**config.mk**
```make
export PLATFORM = sky130hd
export DESIGN_NAME = alloc_trace_collector
export DESIGN_NICKNAME = d
export VERILOG_FILES = /design/src/rtl/alloc_trace_pkg.sv /design/src/rtl/trace_rr_arbiter.sv /design/src/rtl/alloc_trace_collector.sv
export SDC_FILE = /design/constraint.sdc
export NUM_CORES = 1
export LEC_CHECK = 0
export BUFFER_PORTS_ARGS = -buffer_cell sky130_fd_sc_hd__buf_4
export CAP_MARGIN = 0
export CELL_PAD_IN_SITES_DETAIL_PLACEMENT = 0
export CELL_PAD_IN_SITES_GLOBAL_PLACEMENT = 1
export CORE_UTILIZATION = 40
export CTS_BUF_LIST = sky130_fd_sc_hd__clkbuf_4 sky130_fd_sc_hd__clkbuf_8 sky130_fd_sc_hd__clkbuf_16
export DETAILED_ROUTE_END_ITERATION = 6
export GPL_TIMING_DRIVEN = 0
export HOLD_SLACK_MARGIN = 0.06
export PLACE_DENSITY = 0.79
export SYNTH_ARGS = -nofsm -noshare
export SYNTH_HDL_FRONTEND = slang
export SYNTH_SLANG_ARGS = --single-unit
export TNS_END_PERCENT = 20
```
**constraint.sdc**
```tcl
create_clock -name clk -period 9.72 [get_ports clk]
set_clock_uncertainty 0.15 [all_clocks]
set_input_delay 0.486 -clock clk [delete_from_list [all_inputs] [get_ports clk]]
set_output_delay 0.486 -clock clk [all_outputs]
set_load 0.05 [all_outputs]
```
**src/rtl/alloc_trace_pkg.sv**
```systemverilog
// Shared definitions for the allocator trace collector: state encodings,
// width helpers and the timestamp build switch (ALLOC_TRACE_TIMESTAMP_EN).
package alloc_trace_pkg;

  typedef enum logic [1:0] {
    ST_IDLE   = 2'd0,
    ST_ARMED  = 2'd1,
    ST_FROZEN = 2'd2
  } trace_state_t;

`ifdef ALLOC_TRACE_TIMESTAMP_EN
  localparam bit TIMESTAMP_EN = 1'b1;
`else
  localparam bit TIMESTAMP_EN = 1'b0;
`endif

  // Ceiling log2; log2c(1) = 0.
  function automatic int unsigned log2c(input int unsigned value);
    int unsigned r;
    r = 0;
    for (int unsigned i = 0; i < 32; i++) begin
      if ((64'd1 << i) < 64'(value)) r = i + 1;
    end
    return r;
  endfunction

  // Source index field width, never narrower than one bit.
  function automatic int unsigned idx_width(input int unsigned src_num);
    return (src_num < 2) ? 1 : log2c(src_num);
  endfunction

  // FIFO entry width: {src_idx, [timestamp,] trace}.
  function automatic int unsigned entry_width(input int unsigned src_num,
                                              input int unsigned ts_w,
                                              input int unsigned trace_w);
    return idx_width(src_num) + (TIMESTAMP_EN ? ts_w : 0) + trace_w;
  endfunction

endpackage

```
**src/rtl/trace_rr_arbiter.sv**
```systemverilog
// Round-robin arbiter for trace sources: one-hot grant plus encoded index,
// search starts one past the last registered winner.
module trace_rr_arbiter
  import alloc_trace_pkg::*;
#(
  parameter int unsigned SRC_NUM = 4,
  parameter int unsigned IDX_W   = 2
)(
  input  logic               clk,
  input  logic               reset,
  input  logic [SRC_NUM-1:0] req,
  input  logic               en,
  output logic [SRC_NUM-1:0] grant,
  output logic [IDX_W-1:0]   grant_idx
);

  logic [IDX_W-1:0] last_winner;
  logic [IDX_W-1:0] cand;
  logic             found;

  // Pick the first requester after last_winner, wrapping modulo SRC_NUM.
  always_comb begin
    grant     = '0;
    grant_idx = '0;
    cand      = '0;
    found     = 1'b0;
    for (int unsigned off = 1; off <= SRC_NUM; off++) begin
      cand = IDX_W'((32'(last_winner) + off) % SRC_NUM);
      if (!found && req[cand]) begin
        found       = 1'b1;
        grant[cand] = 1'b1;
        grant_idx   = cand;
      end
    end
  end

  // Remember the winner only when its word is actually captured.
  always_ff @(posedge clk or negedge reset) begin
    if (!reset) begin
      last_winner <= IDX_W'(SRC_NUM - 1);
    end else if (en) begin
      last_winner <= grant_idx;
    end
  end

endmodule

```
**src/rtl/alloc_trace_collector.sv**
```systemverilog
// DfD trace collector: merges per-source triggers into one registered
// trigger, captures round-robin winners into an FWFT FIFO under an
// IDLE/ARMED/FROZEN capture FSM. Timestamp field: ALLOC_TRACE_TIMESTAMP_EN.
module alloc_trace_collector
  import alloc_trace_pkg::*;
#(
  parameter int unsigned SRC_NUM = 4,
  parameter int unsigned TRACE_W = 32,
  parameter int unsigned DEPTH   = 8,
  parameter int unsigned TS_W    = 16,
  parameter int unsigned DROP_W  = 8,
  localparam int unsigned IDX_W   = idx_width(SRC_NUM),
  localparam int unsigned ENTRY_W = entry_width(SRC_NUM, TS_W, TRACE_W),
  localparam int unsigned CNT_W   = log2c(DEPTH) + 1
)(
  input  logic                       clk,
  input  logic                       reset,
  input  logic [SRC_NUM-1:0]         trigger_in,
  input  logic [SRC_NUM*TRACE_W-1:0] trace_in,
  input  logic                       arm,
  input  logic                       disarm,
  input  logic                       rd_en,
  output logic                       rd_valid,
  output logic [ENTRY_W-1:0]         rd_data,
  output logic [CNT_W-1:0]           fifo_count,
  output logic [DROP_W-1:0]          drop_cnt,
  output logic [1:0]                 state,
  output logic                       trigger,
  output logic [TRACE_W-1:0]         trace_signal
);

  localparam int unsigned AW = log2c(DEPTH);

  trace_state_t       state_q, state_d;
  logic [SRC_NUM-1:0] grant;
  logic [IDX_W-1:0]   grant_idx;
  logic               any_req;
  logic               armed;
  logic               cap_en;
  logic               wr_en;
  logic               pop;
  logic [TRACE_W-1:0] win_trace;
  logic [DROP_W:0]    drop_add;
  logic [DROP_W:0]    drop_sum;
  logic [ENTRY_W-1:0] wr_entry;

  logic [ENTRY_W-1:0] mem [DEPTH];
  logic [AW-1:0]      wr_ptr, rd_ptr;
  logic [CNT_W-1:0]   count_q;
  logic [DROP_W-1:0]  drop_q;

  assign any_req = |trigger_in;
  assign armed   = (state_q == ST_ARMED);
  assign cap_en  = armed && any_req && (count_q != CNT_W'(DEPTH));
  assign wr_en   = cap_en && !arm;
  assign pop     = rd_en && (count_q != '0);

  trace_rr_arbiter #(
    .SRC_NUM (SRC_NUM),
    .IDX_W   (IDX_W)
  ) u_arb (
    .clk       (clk),
    .reset     (reset),
    .req       (trigger_in),
    .en        (wr_en),
    .grant     (grant),
    .grant_idx (grant_idx)
  );

  // Select the winner's trace word and size the drop increment.
  always_comb begin
    int unsigned n_req;
    win_trace = '0;
    n_req     = 0;
    for (int unsigned i = 0; i < SRC_NUM; i++) begin
      if (grant[i]) win_trace = win_trace | trace_in[i*TRACE_W +: TRACE_W];
      if (trigger_in[i]) n_req = n_req + 1;
    end
    drop_add = '0;
    if (armed && any_req) drop_add = (DROP_W+1)'(cap_en ? n_req - 1 : n_req);
    drop_sum = {1'b0, drop_q} + drop_add;
  end

`ifdef ALLOC_TRACE_TIMESTAMP_EN
  logic [TS_W-1:0] ts_q;

  // Free-running timestamp while armed; restarted from zero by arm.
  always_ff @(posedge clk or negedge reset) begin
    if (!reset) begin
      ts_q <= '0;
    end else if (arm) begin
      ts_q <= '0;
    end else if (armed) begin
      ts_q <= ts_q + 1'b1;
    end
  end

  assign wr_entry = {grant_idx, ts_q, win_trace};
`else
  assign wr_entry = {grant_idx, win_trace};
`endif

  // Capture FSM next state; arm overrides everything, including disarm.
  always_comb begin
    state_d = state_q;
    if (arm) begin
      state_d = ST_ARMED;
    end else begin
      case (state_q)
        ST_IDLE:   state_d = ST_IDLE;
        ST_ARMED: begin
          if (disarm) state_d = ST_IDLE;
          else if (wr_en && !pop && count_q == CNT_W'(DEPTH - 1)) state_d = ST_FROZEN;
        end
        ST_FROZEN: state_d = ST_FROZEN;
        default:   state_d = ST_IDLE;
      endcase
    end
  end

  // Capture FSM state register.
  always_ff @(posedge clk or negedge reset) begin
    if (!reset) state_q <= ST_IDLE;
    else        state_q <= state_d;
  end

  // FIFO pointers and occupancy; arm flushes ahead of any same-cycle read/write.
  always_ff @(posedge clk or negedge reset) begin
    if (!reset) begin
      wr_ptr  <= '0;
      rd_ptr  <= '0;
      count_q <= '0;
    end else if (arm) begin
      wr_ptr  <= '0;
      rd_ptr  <= '0;
      count_q <= '0;
    end else begin
      if (wr_en) wr_ptr <= wr_ptr + 1'b1;
      if (pop)   rd_ptr <= rd_ptr + 1'b1;
      case ({wr_en, pop})
        2'b10:   count_q <= count_q + 1'b1;
        2'b01:   count_q <= count_q - 1'b1;
        default: count_q <= count_q;
      endcase
    end
  end

  // FIFO storage; contents are only observable through the valid-gated head.
  always_ff @(posedge clk) begin
    if (wr_en) mem[wr_ptr] <= wr_entry;
  end

  // Saturating drop counter, cleared by arm.
  always_ff @(posedge clk or negedge reset) begin
    if (!reset) begin
      drop_q <= '0;
    end else if (arm) begin
      drop_q <= '0;
    end else if (drop_sum[DROP_W]) begin
      drop_q <= '1;
    end else begin
      drop_q <= drop_sum[DROP_W-1:0];
    end
  end

  // Merged trigger and last-winner trace, updated in every state.
  always_ff @(posedge clk or negedge reset) begin
    if (!reset) begin
      trigger      <= 1'b0;
      trace_signal <= '0;
    end else begin
      trigger <= any_req;
      if (any_req) trace_signal <= win_trace;
    end
  end

  assign rd_valid   = (count_q != '0);
  assign rd_data    = rd_valid ? mem[rd_ptr] : '0;
  assign fifo_count = count_q;
  assign drop_cnt   = drop_q;
  assign state      = state_q;

endmodule

```
==> results.cfg, run 1 <==
[final_layout]
filler_cell_count_in_the_final_layout = 3322
layout_net_count = 1519
seqCellArea_mm2 = 0.00955
layout_common_cells = sky130_fd_sc_hd__edfxtp_1, sky130_fd_sc_hd__buf_4, sky130_fd_sc_hd__nor2_1
multiInputGateArea_mm2 = 0.00578
area_delta_synth_final_pct = 23.1
num_antenna_cells = 0
layout_commonest_cell = sky130_fd_sc_hd__edfxtp_1
postLayoutCellArea_mm2 = 0.0194
layout-drive-gt1-share_pct = 28.6

[worst_setup_path]
critical_path_class = register to output pin
worst_endpoint_required_time_ps = 9080
critPathBufInv = 4
cp-start-kind = register
worst_path_slowest_cell = sky130_fd_sc_hd__buf_1
path_cells = clkbuf_1 -> buf_1 -> buf_2 -> mux4_2 -> mux2i_1 -> nor2_1 -> buf_4
critPathMaxFanout = 10
crit_arrival_ps = 3630
critical_path.endpoint_type = output pin
cp_top_family = buffers and inverters
slowest_delay_ps = 780

[synthesis]
syn-instance-count = 1080
synth.yosys.seq_area_share_pct = 60.7
fraction_of_synthesis_flops_using_an_asynchronous_set_or_reset_pin_pct = 16.8
postSynthRegisterBits = 327
synthesis.yosys.warnings = 0
number_of_nets_in_the_synthesized_netlist = 1247
synth-edff-count = 272
synth.avg_cell_area_um2 = 14.6
mappedNetlistArea_mm2 = 0.0157
yosysUniqueCellTypes = 53
ys_dominant_reg_cell = sky130_fd_sc_hd__edfxtp_1

[detailed_routing]
detail_route.first_pass.iterations = 7
detailedRoute.firstIterationViolations = 1496
vias = 11500
wl_um = 46700
drt-vias-per-instance = 6.07
ant_nets = 0
post_drt_wl_per_cell_um = 24.7
remaining_drc_errors = 0

[global_route]
global_route_wire_length_before_repair_um = 70800
grtUsageTotal_pct = 22.9
grt_max_degree = 56
via_count_of_the_first_global_routing_pass = 11600
grt_remaining_overflow = 0
initial_antenna_violation_count = 0

[cts]
cts.root.buffer_cell = sky130_fd_sc_hd__clkbuf_16
insertion_delay_ps = 570
cts_tree = yes
post_cts.repair.setup_buffers = 0
cts_buffer_depth = 3
cts-buffers-inserted = 31
clock_tree.htree_level_count = 1
cts_num_sinks = 327
post_cts_resize_count = 0
clkSlewWorstSetupHoldPaths_ps = 70

[die]
top_level_ports = 219
rows = 72
die_area_mm2 = 0.0401
dieWidth_um = 200
starting_density_pct = 40.6
fp.coreArea_mm2 = 0.0387
dieHeight_um = 200

[power_and_ir_drop]
cellPowerDensity_mw_per_mm2 = 385
static-leakage-power_nw = 6.96
max-vdd-ir-drop_v = 0.000217

[timing]
clock.fmax_ghz = 0.234
final.period_utilization_pct = 43.9
timing.final.setup_violations = 0
tightest_slew_ps = 1030
setup_tns_final_ps = 0
timing.final.crit_period_ps = 4270
rsz_0062_raised_after_global_routing = false
final-hold-violation-count = 0
final_number_of_max_transition_violations = 0
timing.max_slew.rel_slack_pct = 30.8

[placed_design]
placedInstanceArea_mm2 = 0.0183
routabilityCongestion = 0.916
detailedPlacementHpwl_um = 33600
portBuffers = 217

[status]
status = finished, final reports clean

[run]
maxCapViolations = 0

[worst_hold_path]
worstHoldPathType = input pin to register
## repair_timing
item / 4_1_cts / 5_1_grt
setup endpoints to repair: 0 / 0
endpoints found under the hold margin: 54 / 0
hold buffers: 2 / 0
## cell families after synthesis
logic type	Yosys count	share of synthesized area [%]
buffers and inverters	113	2.98
muxes	110	12.7
other	1	0.0238
xor gates and xnor gates	19	1.06
DFF	327	60.7
and+or+nand+nor	172	4.67
AOI/OAI and AO/OA	308	15.4
adders and majority gates	30	2.48
## power by group
part	leakage, nW	switching [mW]	internal (mW)
clock	0.507	0.523	0.686
sequential	3.15	0.128	2.19
combinational	3.31	2.68	1.25
## cell usage after synthesis (10+ instances only)
library cell               count  share of area, %
sky130_fd_sc_hd__a22o_1       66               3.7
sky130_fd_sc_hd__a221oi_1     64               3.6
sky130_fd_sc_hd__nand2_1      48               1.1
sky130_fd_sc_hd__xnor2_1      10              0.56
sky130_fd_sc_hd__edfxtp_1    272                52
sky130_fd_sc_hd__inv_1        16              0.38
sky130_fd_sc_hd__mux2i_1      38               2.4
sky130_fd_sc_hd__ha_1         28               2.2
sky130_fd_sc_hd__a21oi_1      52               1.7
sky130_fd_sc_hd__buf_1        15              0.36
sky130_fd_sc_hd__o32ai_1      34               1.9
sky130_fd_sc_hd__nor2_1       89               2.1
sky130_fd_sc_hd__dfrtp_1      53               8.4
sky130_fd_sc_hd__a222oi_1     32               2.0
sky130_fd_sc_hd__a31oi_1      35               1.4
sky130_fd_sc_hd__clkbuf_1     70               1.7
sky130_fd_sc_hd__mux4_2       71                10
## stage by stage
step                      setup WS (ps)  std cells  hold slack [ps]  total power [mW]  utilization (%)
after floorplan                    5240       1080             40.4              4.92                -
after global placement             2480       1815              379              6.14             46.5
after detailed placement           5300       1835              394              6.25             47.3
after CTS                          5330       1895              103              7.45             50.0
after global routing               5190       1895              120              7.80             50.0
final                              5450       1895              124              7.45             50.0
## sequential cells by signal (all words and copies together), names as in the netlist, 2 cells and up
name	count
mem	272
wr_ptr	3
u_arb.last_winner	2
trace_signal	32
drop_cnt	8
fifo_count	4
rd_ptr	3
state	2
## worst min-delay path, cell delays in order
cell and delay (ps):
sky130_fd_sc_hd__buf_4 100, sky130_fd_sc_hd__a21oi_1 70, sky130_fd_sc_hd__a31oi_1 150
## layout make-up
| class | count | share of cell area, % |
|---|---|---|
| Buffer | 94 | 2.04 |
| Clock buffer | 43 | 4.50 |
| Clock inverter | 15 | 0.782 |
| Inverter | 19 | 0.381 |
| Multi-Input combinational cell | 640 | 29.8 |
| Sequential cell | 327 | 49.3 |
| Tap cell | 518 | 3.35 |
| Timing Repair Buffer | 239 | 9.80 |
## metal layers
metal / wire length (um) / GRT usage [%] / vias up
met2: 22200 / 37.4 / 623
met4: 959 / 5.23 / 0
met3: 4030 / 3.79 / 74
met5: 0 / 0 / -
li1: - / - / 5028
met1: 19600 / 32.1 / 5778
## final timing paths
check / startpoint / end / slack, ps / cells after the start
setup / recovery: rd_ptr[0] / rd_data[20] / 5450 / 7
hold / removal: trace_in[119] / trace_signal[23] / 120 / 3
setup reg to reg: fifo_count[1] / drop_cnt[4] / 5520 / 11
hold reg to reg: state[0] / state[0] / 400 / 1
max in group asynchronous: reset / trace_signal[15] / 8470 / 2
min in group asynchronous: reset / drop_cnt[1] / 380 / 2
(Power assumes the default switching activity.)
==> inputs of run 2 (changes only) <==
Settings changed: PLACE_DENSITY 0.79 to 0.82.
Clock period 9.72 ns to 3.6 ns, I/O delays scaled along.
==> results.cfg, run 2 (synthesized netlist as in run 1, its figures left out) <==
[worst_setup_path]
cp-start-kind = register
critical_path_class = register to register
critPathMaxFanout = 11
worst_endpoint_required_time_ps = 3730
timing.reg2reg.worst_path_depth = 10
critical_path.endpoint_type = register
crit_arrival_ps = 3630

[status]
status = finished, violations left
failed_checks = design-rule violations

[run]
maxCapViolations = 0

[worst_hold_path]
worstHoldPathType = input pin to asynchronous set/reset pin

[detailed_routing]
detailedRoute.firstIterationViolations = 1847
drt-vias-per-instance = 6.05
wl_um = 49500
ant_nets = 0
remaining_drc_errors = 18
post_drt_wl_per_cell_um = 24.2
vias = 12400
detail_route.first_pass.iterations = 7

[die]
fp.coreArea_mm2 = 0.0387
top_level_ports = 219
dieWidth_um = 200
starting_density_pct = 40.6
rows = 72
die_area_mm2 = 0.0401
dieHeight_um = 200

[power_and_ir_drop]
max-vdd-ir-drop_v = 0.000606
cellPowerDensity_mw_per_mm2 = 989
static-leakage-power_nw = 7.63

[placed_design]
routabilityCongestion = 0.902
placedInstanceArea_mm2 = 0.0183
portBuffers = 217
dp_worst_setup_slack_ps = -541
detailedPlacementHpwl_um = 33600

[cts]
cts_num_sinks = 327
cts-buffers-inserted = 31
clkSlewWorstSetupHoldPaths_ps = 70
insertion_delay_ps = 590
cts.root.buffer_cell = sky130_fd_sc_hd__clkbuf_16
cts_buffer_depth = 3
clock_tree.htree_level_count = 1
cts_tree = yes

[timing]
final_number_of_max_transition_violations = 0
final.period_utilization_pct = 97.2
timing.final.setup_violations = 0
timing.final.crit_period_ps = 3500
layout_setup_ws_ps = 100
timing.max_slew.rel_slack_pct = 40.0
final-hold-violation-count = 0
setup_tns_final_ps = 0
tightest_slew_ps = 900
clock.fmax_ghz = 0.286

[final_layout]
largest_register_ff_count = 272
area_delta_synth_final_pct = 33.1
filler_cell_count_in_the_final_layout = 3141
multiInputGateArea_mm2 = 0.00587
layout_net_count = 1669
layout-drive-gt1-share_pct = 29.7
postLayoutCellArea_mm2 = 0.0209
postLayoutCoreUtil_pct = 54.1
layout_common_cells = sky130_fd_sc_hd__edfxtp_1, sky130_fd_sc_hd__buf_4, sky130_fd_sc_hd__dlygate4sd3_1
seqCellArea_mm2 = 0.00955
layout_commonest_cell = sky130_fd_sc_hd__edfxtp_1
num_antenna_cells = 0
regMostFlops = mem

[global_route]
grt_remaining_overflow = 0
grtUsageTotal_pct = 24.2
via_count_of_the_first_global_routing_pass = 12300
grt_max_degree = 56
global_route_wire_length_before_repair_um = 74500
initial_antenna_violation_count = 0
## run 2: cell count changes in the layout (fill, tap and decap cells not counted), moves of 5 or more
| cell | change |
|---|---|
| sky130_fd_sc_hd__dlygate4sd3_1 | +133 |
| sky130_fd_sc_hd__nand2_1 | -23 |
| sky130_fd_sc_hd__nand2_2 | +23 |
| sky130_fd_sc_hd__buf_4 | +19 |
| sky130_fd_sc_hd__buf_1 | -7 |
| sky130_fd_sc_hd__clkbuf_1 | -6 |
| sky130_fd_sc_hd__clkbuf_2 | +5 |
## run 2: metrics by stage
stage,power (mW),hold WS (ps),instances
after floorplan,13.3,-266,1080
after global placement,16.5,172,1815
after detailed placement,16.8,188,1835
after CTS,20.5,80.4,2040
after global routing,21.6,136,2044
final,20.7,78.6,2044
## run 2: power by group
part	internal, mW	switching [mW]
Sequential	5.89	0.347
Combinational	3.78	7.48
Clock	1.78	1.43
Total	11.4	9.25
## run 2: cell type report
| cell class | instances | area share [%] |
|---|---|---|
| buffer | 93 | 2.06 |
| clock buffer | 43 | 4.16 |
| clock inverter | 14 | 0.603 |
| inverter | 19 | 0.352 |
| multi-input combinational | 640 | 28.0 |
| sequential | 327 | 45.6 |
| tap | 518 | 3.09 |
| timing repair buffer | 390 | 16.1 |
## run 2: what timing repair did
item | CTS | global route
endpoints found under the setup margin | 273 | 263
setup buffers | 14 | 4
pin swaps | 12 | 7
hold buffers | 135 | 0
endpoints found under the hold margin | 345 | 0
gates resized for setup | 37 | 21
## run 2: worst paths after layout
check,start,endpoint,slack (ps)
max,u_arb.last_winner[0],mem[3][2],100
min,reset,drop_cnt[2],80
max reg2reg,u_arb.last_winner[0],mem[3][2],100
min reg2reg,state[0],state[0],410
max in group asynchronous,reset,trace_signal[14],2660
min in group clk,trigger_in[3],u_arb.last_winner[0],100
## run 2: layer usage
layer	up-vias	global-route usage [%]	part of all wire (%)
met2	812	40.5	48
met1	6099	32.6	40
li1	5326	-	-
met3	121	3.95	9.0
met4	0	7.28	2.8
met5	-	0	0
## run 2: critical path, cell delays in order, from the launching register on
cell	delay, ps
sky130_fd_sc_hd__dfstp_2	600
sky130_fd_sc_hd__buf_6	180
sky130_fd_sc_hd__inv_4	90
sky130_fd_sc_hd__ha_4	300
sky130_fd_sc_hd__mux4_2	320
sky130_fd_sc_hd__buf_4	160
sky130_fd_sc_hd__and3b_1	190
sky130_fd_sc_hd__a22o_1	280
sky130_fd_sc_hd__buf_2	240
sky130_fd_sc_hd__a222oi_1	460
sky130_fd_sc_hd__nand2_2	220
==> inputs of run 3 (changes only) <==
Settings changed: ABC_AREA from default to 1, PLACE_DENSITY 0.82 to 0.85.
==> results.cfg, run 3 <==
[status]
status = finished, final reports clean

[synthesis]
synth.avg_cell_area_um2 = 10.5
post-synth-top-area-fraction_pct = 54.7
syn-instance-count = 1419
yosys-top-cells-area = sky130_fd_sc_hd__edfxtp_1, sky130_fd_sc_hd__dfrtp_1, sky130_fd_sc_hd__nand2_1, sky130_fd_sc_hd__o21ai_0, sky130_fd_sc_hd__nor2_1
number_of_nets_in_the_synthesized_netlist = 1586
synth.yosys.seq_area_share_pct = 63.9
yosysMostFrequentCell = sky130_fd_sc_hd__nand2_1
postSynthRegisterBits = 327
synth-edff-count = 272
synth_top_cell_by_area = sky130_fd_sc_hd__edfxtp_1
yosysUniqueCellTypes = 45
netlist_top_cells_count = sky130_fd_sc_hd__nand2_1, sky130_fd_sc_hd__edfxtp_1, sky130_fd_sc_hd__nor2_1
synthesis.yosys.warnings = 0
ys_dominant_reg_cell = sky130_fd_sc_hd__edfxtp_1
fraction_of_synthesis_flops_using_an_asynchronous_set_or_reset_pin_pct = 16.8
mappedNetlistArea_mm2 = 0.0149

[timing]
rsz_0062_raised_after_global_routing = true
final-hold-violation-count = 0
final.period_utilization_pct = 94.5
timing.max_slew.rel_slack_pct = 48.3
final_number_of_max_transition_violations = 0
clock.fmax_ghz = 0.294
timing.final.crit_period_ps = 3400
tightest_slew_ps = 775
timing.final.setup_violations = 0
layout_setup_ws_ps = 197

[cts]
cts_buffer_depth = 3
cts_tree = yes
cts-buffers-inserted = 30
cts_num_sinks = 327
insertion_delay_ps = 560
clkSlewWorstSetupHoldPaths_ps = 60
cts.root.buffer_cell = sky130_fd_sc_hd__clkbuf_16
clock_tree.htree_level_count = 1

[worst_setup_path]
critPathMaxFanout = 8
critical_path.endpoint_type = register
worst_endpoint_required_time_ps = 3860
crit_arrival_ps = 3660
critical_path_class = register to register
timing.reg2reg.setup_slack_ps = 200
cp-start-kind = register

[die]
dieHeight_um = 195
fp.coreArea_mm2 = 0.0367
die_area_mm2 = 0.0381
rows = 70
top_level_ports = 219
dieWidth_um = 195
starting_density_pct = 40.7

[global_route]
grt_max_degree = 56
grt_remaining_overflow = 0
global_route_wire_length_before_repair_um = 68200
initial_antenna_violation_count = 0
via_count_of_the_first_global_routing_pass = 12400
grtUsageTotal_pct = 23.0

[power_and_ir_drop]
cellPowerDensity_mw_per_mm2 = 1040
max-vdd-ir-drop_v = 0.000972
static-leakage-power_nw = 8.16
fin_total_pwr_mw = 20.6

[final_layout]
layout_net_count = 1984
layout_common_cells = sky130_fd_sc_hd__nand2_1, sky130_fd_sc_hd__edfxtp_1, sky130_fd_sc_hd__buf_4
num_antenna_cells = 0
layout-drive-gt1-share_pct = 19.7
area_delta_synth_final_pct = 33.1
largest_register_ff_count = 272
regMostFlops = mem
filler_cell_count_in_the_final_layout = 3004
finalNonFillerCells = 2307
layout_commonest_cell = sky130_fd_sc_hd__nand2_1

[detailed_routing]
detailedRoute.firstIterationViolations = 975
wl_um = 43900
met3_wirelength_um = 2910
drt-vias-per-instance = 5.33
remaining_drc_errors = 0
ant_nets = 0
detail_route.first_pass.iterations = 7
routed_met1_length_um = 18300
vias = 12300
post_drt_wl_per_cell_um = 19.0
top_layer_in_use = met4
detailroute.wirelength.met2_um = 21300

[run]
maxCapViolations = 0

[placed_design]
detailedPlacementHpwl_um = 30500
portBuffers = 217
dp_worst_setup_slack_ps = -242
placed_cells_incl_taps = 2112
routabilityCongestion = 0.870

[worst_hold_path]
worstHoldPathType = input pin to asynchronous set/reset pin
==> run 3: cell types whose count changed in the layout (fill, tap and decap cells not counted), sizes merged, moves of 31 or more <==
cell and delta:
nand2 +273, o21ai +208, nor2 +135, mux4 -71
a22o -67, a221oi -64, mux2i -38, o22ai +36
nand4 +35, o32ai -34, a222oi -32, buf -31
==> run 3: critical path, cell delays in order (launching register included) <==
cell,delay (ps)
sky130_fd_sc_hd__dfrtp_1,440
sky130_fd_sc_hd__nor2_1,160
sky130_fd_sc_hd__nand3_1,210
sky130_fd_sc_hd__nand3_2,230
sky130_fd_sc_hd__inv_1,120
sky130_fd_sc_hd__o21ai_0,190
sky130_fd_sc_hd__inv_1,100
sky130_fd_sc_hd__fa_1,440
sky130_fd_sc_hd__nand3_1,90
sky130_fd_sc_hd__nand3_1,150
sky130_fd_sc_hd__nand4_1,110
sky130_fd_sc_hd__o311ai_0,160
sky130_fd_sc_hd__xor2_1,560
sky130_fd_sc_hd__a21oi_1,140
==> run 3: logic make-up after synthesis <==
logic type,Yosys count,share of synthesized area (%)
buffers and inverters,117,3.64
other,1,0.0251
adders and majority gates,30,2.61
AOI/OAI and AO/OA,321,11.7
xor gates and xnor gates,13,0.762
DFF,327,63.9
and+or+nand+nor,610,17.3
==> run 3: layout make-up <==
type                    instances  area [um^2]  share of cell area [%]
flip-flops and latches        327         9550                    48.0
repair buffers                366         3250                    16.3
multi-input cells             975         4920                    24.8
clock buffers                  36          820                    4.12
plain buffers                  74          390                    1.96
clock inverters                18          203                    1.02
inverters                      43          164                   0.825
well taps                     468          586                    2.95
==> run 3: worst paths after layout <==
| path | end | start | cells after the start |
|---|---|---|---|
| worst min register to register | trace_signal[21] | trace_signal[21] | 2 |
| worst min-delay path | trace_signal[1] | reset | 2 |
| worst max-delay path | drop_cnt[2] | fifo_count[1] | 13 |
| worst max register to register | drop_cnt[2] | fifo_count[1] | 13 |
| max in group asynchronous | trace_signal[14] | reset | 2 |
| min in group clk | mem[3][26] | trace_in[122] | 3 |
==> run 3: report_power, final <==
part / switching, mW / internal [mW]
clock network: 1.36 / 1.91
registers: 0.255 / 6.17
logic: 7.56 / 3.35
total: 9.17 / 11.4
==> run 3: timing repair <==
action,4_1_cts,5_1_grt
endpoints found under the hold margin,203,0
gates resized for setup,4,9
hold buffers,141,0
pin swaps,0,0
setup endpoints to repair,23,25
buffers inserted,0,0
==> run 3: metal layers <==
| metal | GRT usage (%) | vias to the layer above |
|---|---|---|
| li1 | - | 5792 |
| met1 | 30.3 | 5857 |
| met2 | 39.6 | 551 |
| met3 | 2.40 | 102 |
| met4 | 8.14 | 0 |
| met5 | 0 | - |
==> run 3: metrics by stage <==
stage / setup TNS, ps / cell area (um^2) / utilization, % / hold WS, ps
after floorplan: 0 / 14900 / - / -266
after global placement: -259200 / 17100 / 46.7 / 145
after detailed placement: -1880 / 17400 / 47.5 / 148
after CTS: 0 / 19900 / 54.1 / 68.0
after global routing: -9.08 / 19900 / 54.2 / 119
final: 0 / 19900 / 54.2 / 84.4
